===== src/rtl/seq_alu.sv =====
// Sequential ALU: single-cycle logic/add ops, WIDTH-iteration shift-add multiply
// and bit-serial shifts, with a registered result, zero flag and one-cycle done pulse.
module seq_alu #(
    parameter int WIDTH = 8,
    parameter int CNTW  = 6
) (
    input  logic             i_clk,
    input  logic             i_reset,
    input  logic             i_start,
    input  logic [2:0]       i_select,
    input  logic [WIDTH-1:0] i_data1,
    input  logic [WIDTH-1:0] i_data2,
    output logic [WIDTH-1:0] o_result,
    output logic             o_zero,
    output logic             o_busy,
    output logic             o_done
);

    localparam logic [2:0] OP_FWD = 3'b000;
    localparam logic [2:0] OP_ADD = 3'b001;
    localparam logic [2:0] OP_AND = 3'b010;
    localparam logic [2:0] OP_OR  = 3'b011;
    localparam logic [2:0] OP_MUL = 3'b100;
    localparam logic [2:0] OP_SLL = 3'b101;
    localparam logic [2:0] OP_SRA = 3'b110;

    typedef enum logic {ST_IDLE = 1'b0, ST_EXEC = 1'b1} state_t;

    state_t            r_state, w_state_nxt;
    logic [2:0]        r_op, w_op_nxt;
    logic [WIDTH-1:0]  r_a, w_a_nxt;
    logic [WIDTH-1:0]  r_b, w_b_nxt;
    logic [WIDTH-1:0]  r_acc, w_acc_nxt;
    logic [CNTW-1:0]   r_cnt, w_cnt_nxt;
    logic [WIDTH-1:0]  r_result, w_result_nxt;
    logic              r_zero, w_zero_nxt;
    logic              r_done, w_done_nxt;

    logic [31:0]       w_b32;
    logic [CNTW-1:0]   w_amt;
    logic [WIDTH-1:0]  w_acc_sum;

    function automatic logic [WIDTH-1:0] f_single(input logic [2:0]       op,
                                                  input logic [WIDTH-1:0] a,
                                                  input logic [WIDTH-1:0] b);
        logic [WIDTH-1:0] res;
        case (op)
            OP_FWD:  res = b;
            OP_ADD:  res = a + b;
            OP_AND:  res = a & b;
            OP_OR:   res = a | b;
            default: res = {WIDTH{1'b0}};
        endcase
        return res;
    endfunction

    // Shift amount clamped to WIDTH; shifting WIDTH times yields 0 / sign fill naturally.
    assign w_b32     = 32'(i_data2);
    assign w_amt     = (w_b32 >= 32'(WIDTH)) ? CNTW'(WIDTH) : CNTW'(w_b32);
    assign w_acc_sum = r_acc + (r_b[0] ? r_a : {WIDTH{1'b0}});

    // Next-state and datapath update logic.
    always_comb begin
        w_state_nxt  = r_state;
        w_op_nxt     = r_op;
        w_a_nxt      = r_a;
        w_b_nxt      = r_b;
        w_acc_nxt    = r_acc;
        w_cnt_nxt    = r_cnt;
        w_result_nxt = r_result;
        w_done_nxt   = 1'b0;
        case (r_state)
            ST_IDLE: begin
                if (i_start) begin
                    w_op_nxt = i_select;
                    case (i_select)
                        OP_MUL: begin
                            w_a_nxt     = i_data1;
                            w_b_nxt     = i_data2;
                            w_acc_nxt   = {WIDTH{1'b0}};
                            w_cnt_nxt   = CNTW'(WIDTH);
                            w_state_nxt = ST_EXEC;
                        end
                        OP_SLL, OP_SRA: begin
                            if (w_amt == {CNTW{1'b0}}) begin
                                w_result_nxt = i_data1;
                                w_done_nxt   = 1'b1;
                            end else begin
                                w_a_nxt     = i_data1;
                                w_cnt_nxt   = w_amt;
                                w_state_nxt = ST_EXEC;
                            end
                        end
                        default: begin
                            w_result_nxt = f_single(i_select, i_data1, i_data2);
                            w_done_nxt   = 1'b1;
                        end
                    endcase
                end else begin
                    w_state_nxt = ST_IDLE;
                end
            end
            ST_EXEC: begin
                w_cnt_nxt = r_cnt - CNTW'(1);
                case (r_op)
                    OP_MUL: begin
                        w_acc_nxt = w_acc_sum;
                        w_a_nxt   = {r_a[WIDTH-2:0], 1'b0};
                        w_b_nxt   = {1'b0, r_b[WIDTH-1:1]};
                    end
                    OP_SLL:  w_a_nxt = {r_a[WIDTH-2:0], 1'b0};
                    OP_SRA:  w_a_nxt = {r_a[WIDTH-1], r_a[WIDTH-1:1]};
                    default: w_a_nxt = r_a;
                endcase
                // The last iteration edge completes: result, done and return to idle together.
                if (r_cnt == CNTW'(1)) begin
                    w_result_nxt = (r_op == OP_MUL) ? w_acc_sum : w_a_nxt;
                    w_done_nxt   = 1'b1;
                    w_state_nxt  = ST_IDLE;
                end else begin
                    w_state_nxt = ST_EXEC;
                end
            end
            default: w_state_nxt = ST_IDLE;
        endcase
        w_zero_nxt = (w_result_nxt == {WIDTH{1'b0}});
    end

    // State and datapath registers with synchronous reset.
    always_ff @(posedge i_clk) begin
        if (i_reset) begin
            r_state  <= ST_IDLE;
            r_op     <= 3'b000;
            r_a      <= {WIDTH{1'b0}};
            r_b      <= {WIDTH{1'b0}};
            r_acc    <= {WIDTH{1'b0}};
            r_cnt    <= {CNTW{1'b0}};
            r_result <= {WIDTH{1'b0}};
            r_zero   <= 1'b1;
            r_done   <= 1'b0;
        end else begin
            r_state  <= w_state_nxt;
            r_op     <= w_op_nxt;
            r_a      <= w_a_nxt;
            r_b      <= w_b_nxt;
            r_acc    <= w_acc_nxt;
            r_cnt    <= w_cnt_nxt;
            r_result <= w_result_nxt;
            r_zero   <= w_zero_nxt;
            r_done   <= w_done_nxt;
        end
    end

    assign o_result = r_result;
    assign o_zero   = r_zero;
    assign o_busy   = (r_state == ST_EXEC);
    assign o_done   = r_done;

endmodule

===== config.mk =====
export PLATFORM = sky130hd
export DESIGN_NAME = seq_alu
export DESIGN_NICKNAME = d
export VERILOG_FILES = /design/src/rtl/seq_alu.sv
export SDC_FILE = /design/constraint.sdc
export NUM_CORES = 1
export LEC_CHECK = 0
export BUFFER_PORTS_ARGS = -buffer_cell sky130_fd_sc_hd__buf_4
export CAP_MARGIN = 5
export CORE_MARGIN = 3
export CORE_UTILIZATION = 35
export DETAILED_ROUTE_END_ITERATION = 12
export MAX_ROUTING_LAYER = met4
export SLEW_MARGIN = 40
export SYNTH_ARGS = -nofsm -noshare
export SYNTH_HDL_FRONTEND = slang
export SYNTH_SLANG_ARGS = --single-unit

===== constraint.sdc =====
create_clock -name i_clk -period 3.4 [get_ports i_clk]
set_input_delay 0.34 -clock i_clk [delete_from_list [all_inputs] [get_ports i_clk]]
set_output_delay 0.34 -clock i_clk [all_outputs]
set_load 0.03 [all_outputs]

==> results.md <==
- Setup slack after layout: 706 ps
- DIE HEIGHT: 107 µm
- Clock H-tree levels: 2
- Ys Warns: 0
- Crit path required time: 3630 ps
- Root Buffer: clkbuf_8
- Reg2Reg Depth: 9
- Syn_nets: 518
- Die area: roughly 0.012 mm²
- # rows: 36
- Finished Core Util: 40.7%
- Routed vias/inst: roughly 5.8
- GRT overflow: 0
- CTS tree: built
- P_leak: 1.63 nW
- Fillcell total: 1011
- First-pass GRT wire length: roughly 17000 µm
- Outcome: finished clean
- Synthesized flop and latch total: 44
- TritonCTS buffer count: 5
- Final slew viol count: 0
- Largest net degree at the start of global routing: 43
- Initial DRC count: 280
- Period utilization: 79.2%
- Vias: 3582
- Synth top area share: 24.5%
- Distinct cell type count after synthesis: between 60 and 70
- Core area: 0.00986 mm²
- Multi-input gate area: roughly 0.0025 mm²
- DRC: 0
- WL final: approximately 11000 µm
- CTS Buffer Depth: 2
- Setup bufs post-CTS: 0
- # IOs: 33
- Syn-to-layout area delta: 11.6%
- Kind of critical path: flip-flop to flip-flop
- Post-cts repair resize count: 0
- Worst-path clk slew: 90 ps
- Number of global-route vias before repair: around 3400
- CTS Hold Bufs: 0
- Antenna Nets Post-Route: 0
- VDD IR max: 0.000177 V
- Fmax: 371 MHz
- Final HPWL from detailed placement: ~7900 µm
- Post-Syn Area: 0.00359 mm²
- Layout cells sized above 1: ~11%
- Seq. cell area: 881 µm²
- Max_cap viols: 0
- Synth area leaders: dfxtp_1, ha_1, nor2_1
- Post-Synth Simple-Gate Area: 23.4%
- Die Span X: roughly 110 µm
- Cell Count, Final, Fillers Out: 622
- Reg2Reg Capture Point: r_acc[7]
- Power Dens Cells: 334 mW/mm²
- Mean Syn Cell Area: about 7.7 µm²
- Min Hold Slack: 356 ps
- Cell taking the most area after synthesis: dfxtp_1
- Post-synthesis mux area share: 4.56%
- Adder-Cell Fraction of Synth Area: 9.82%
- Starting Density: 36.4%
- Antenna Cells: 0
- GRT Overall Usage: 19.5%
- Final setup vio count: 0
- CP endpoint kind: flip-flop
- Actual slew at the worst max-slew pin: 734 ps
- Reg-to-reg setup timing slack: around 710 ps
- # nets final: ~540
- Arr. time, crit path: roughly 3000 ps
- Main combinational cell family by area after synthesis: compound AO/OA/AOI/OAI gates
- Placed Cells: about 610
- Ys flop type: dfxtp_1
- Initial antenna violation count: 0
- R2R Path Start: r_b[0]
- Clk_skew: ~6.5 ps
- Worst Path Max Fanout: 9
- Min cycle time layout: 2690 ps
- CP startpoint: r_b[0]
- Mapped Cells: 469
- Worst slew margin: just over 50%
- Worst setup SP type: flip-flop
- Post-synthesis xor/xnor area fraction: 2.68%
- RSZ-0062 raised after global routing: false
- Post-synth ARST share: 0%
- GP Congestion: 0.893
- Post-synth EDFFs: 0
- Post-synthesis compound-gate area fraction: roughly 28%
- Routed length per instance: 16.9 µm
- Hold Path Class: input pin to flip-flop
- CP endpoint: r_acc[7]
- First drt pass iteration count: 5
- Register area share after synthesis: 24.5%
- CTS sink count: 44
- Total negative slack: 0 ps
- Clock Latency Late Sink: around 300 ps
- IO buf count: 32
- Pre-CTS setup slack: roughly 660 ps
- Final Hold Violating Endpoints: 0
area by class of cell:
cell class / instances / area share (%)
repair buffers: 37 / 6.93
well taps: 133 / 4.15
inverters: 32 / 3.00
flip-flops and latches: 44 / 22.0
clock buffers: 7 / 2.15
multi-input cells: 368 / 61.6
clock inverters: 1 / 0.187
cell families after synthesis:
family | count (synthesis)
flops | 44
simple gates | 170
buf+inv | 57
xor+xnor | 11
fa+ha+maj | 27
mux | 15
compound gates | 145
placed cells by master (no fill, tap or decap), drive strengths merged, types with 3 or more instances in the layout:
cell type and instances:
a2111oi 5, a211o 5, a211oi 13, a21o 4
a21oi 38, a221o 4, a221oi 3, a22oi 13
a311oi 3, a31oi 7, and2 10, and3 4
buf 37, clkbuf 7, dfxtp 44, ha 25
inv 31, mux2i 13, nand2 41, nand2b 6
nand3 14, nand3b 3, nand4 3, nor2 59
nor2b 5, nor3 10, nor4 4, o211ai 3
o21a 5, o21ai 17, o22ai 9, or3 3
xnor2 8, xor2 3
synthesized netlist by cell type, types with 3 or more instances:
library cell,instances
inv_1,31
ha_1,25
nand2_1,41
a2111oi_0,4
xor2_1,3
and3_1,4
o211ai_1,3
nand2b_1,6
a211oi_1,13
nor3_1,10
buf_2,7
or3_1,3
nor2_1,59
nand3_1,14
a21o_1,4
nand4_1,3
a211o_1,5
a311oi_1,3
xnor2_1,8
clkbuf_1,13
a21oi_1,37
nor2b_1,5
o21a_1,5
a31oi_1,7
a22oi_1,13
mux2i_1,13
and2_1,10
dfxtp_1,44
o22ai_1,9
nand3b_1,3
a221o_1,4
o21ai_0,16
routing by layer:
layer  share of wire, %  wire length [µm]  track usage [%]  up-vias
li1                   -                 -                -     1748
met1                 46              4880             26.4     1695
met2                 45              4690             29.7      121
met3                6.9               727             3.18       18
met4                2.2               229             6.48        0
met5                  0                 0                -        -
worst max-delay path, cell delays in order, from the launching register on:
cell and delay, ps:
dfxtp_1 470, and2_1 220, ha_1 240, a21o_1 180, a211o_1 340, a2111oi_2 320
nor3_1 140, xor2_1 180, or4_1 410, a31oi_1 130
stage by stage:
stage / area [µm²] / power [mW]
floorplan: 3590 / 0.865
global placement: 3920 / 0.984
detailed placement: 3920 / 0.991
CTS: 4010 / 1.34
global route: 4010 / 1.42
finish: 4010 / 1.34
worst min path at each step:
| stage | start | endpoint | cells past startpoint |
|---|---|---|---|
| floorplan | r_b[4] | r_b[4] | 2 |
| global placement | r_b[4] | r_b[4] | 2 |
| detailed placement | r_b[5] | r_b[5] | 2 |
| CTS | i_data2[7] | r_b[7] | 3 |
| global route | i_data2[7] | r_b[7] | 3 |
| finish | i_data2[7] | r_b[7] | 3 |
state kept, by name, summed over array words and instances, names as in the netlist:
register,flops
r_acc,8
o_done,1
r_op,3
r_cnt,6
o_result,8
r_b,8
o_busy,1
o_zero,1
r_a,8
power breakdown:
group | total [mW] | switching, mW | leakage, nW | internal (mW)
combinational | 0.397 | 0.239 | 1.23 | 0.158
clock | 0.356 | 0.190 | 0.0445 | 0.166
sequential | 0.587 | 0.0404 | 0.360 | 0.547
No activity file was read; power rests on OpenSTA's default activity.
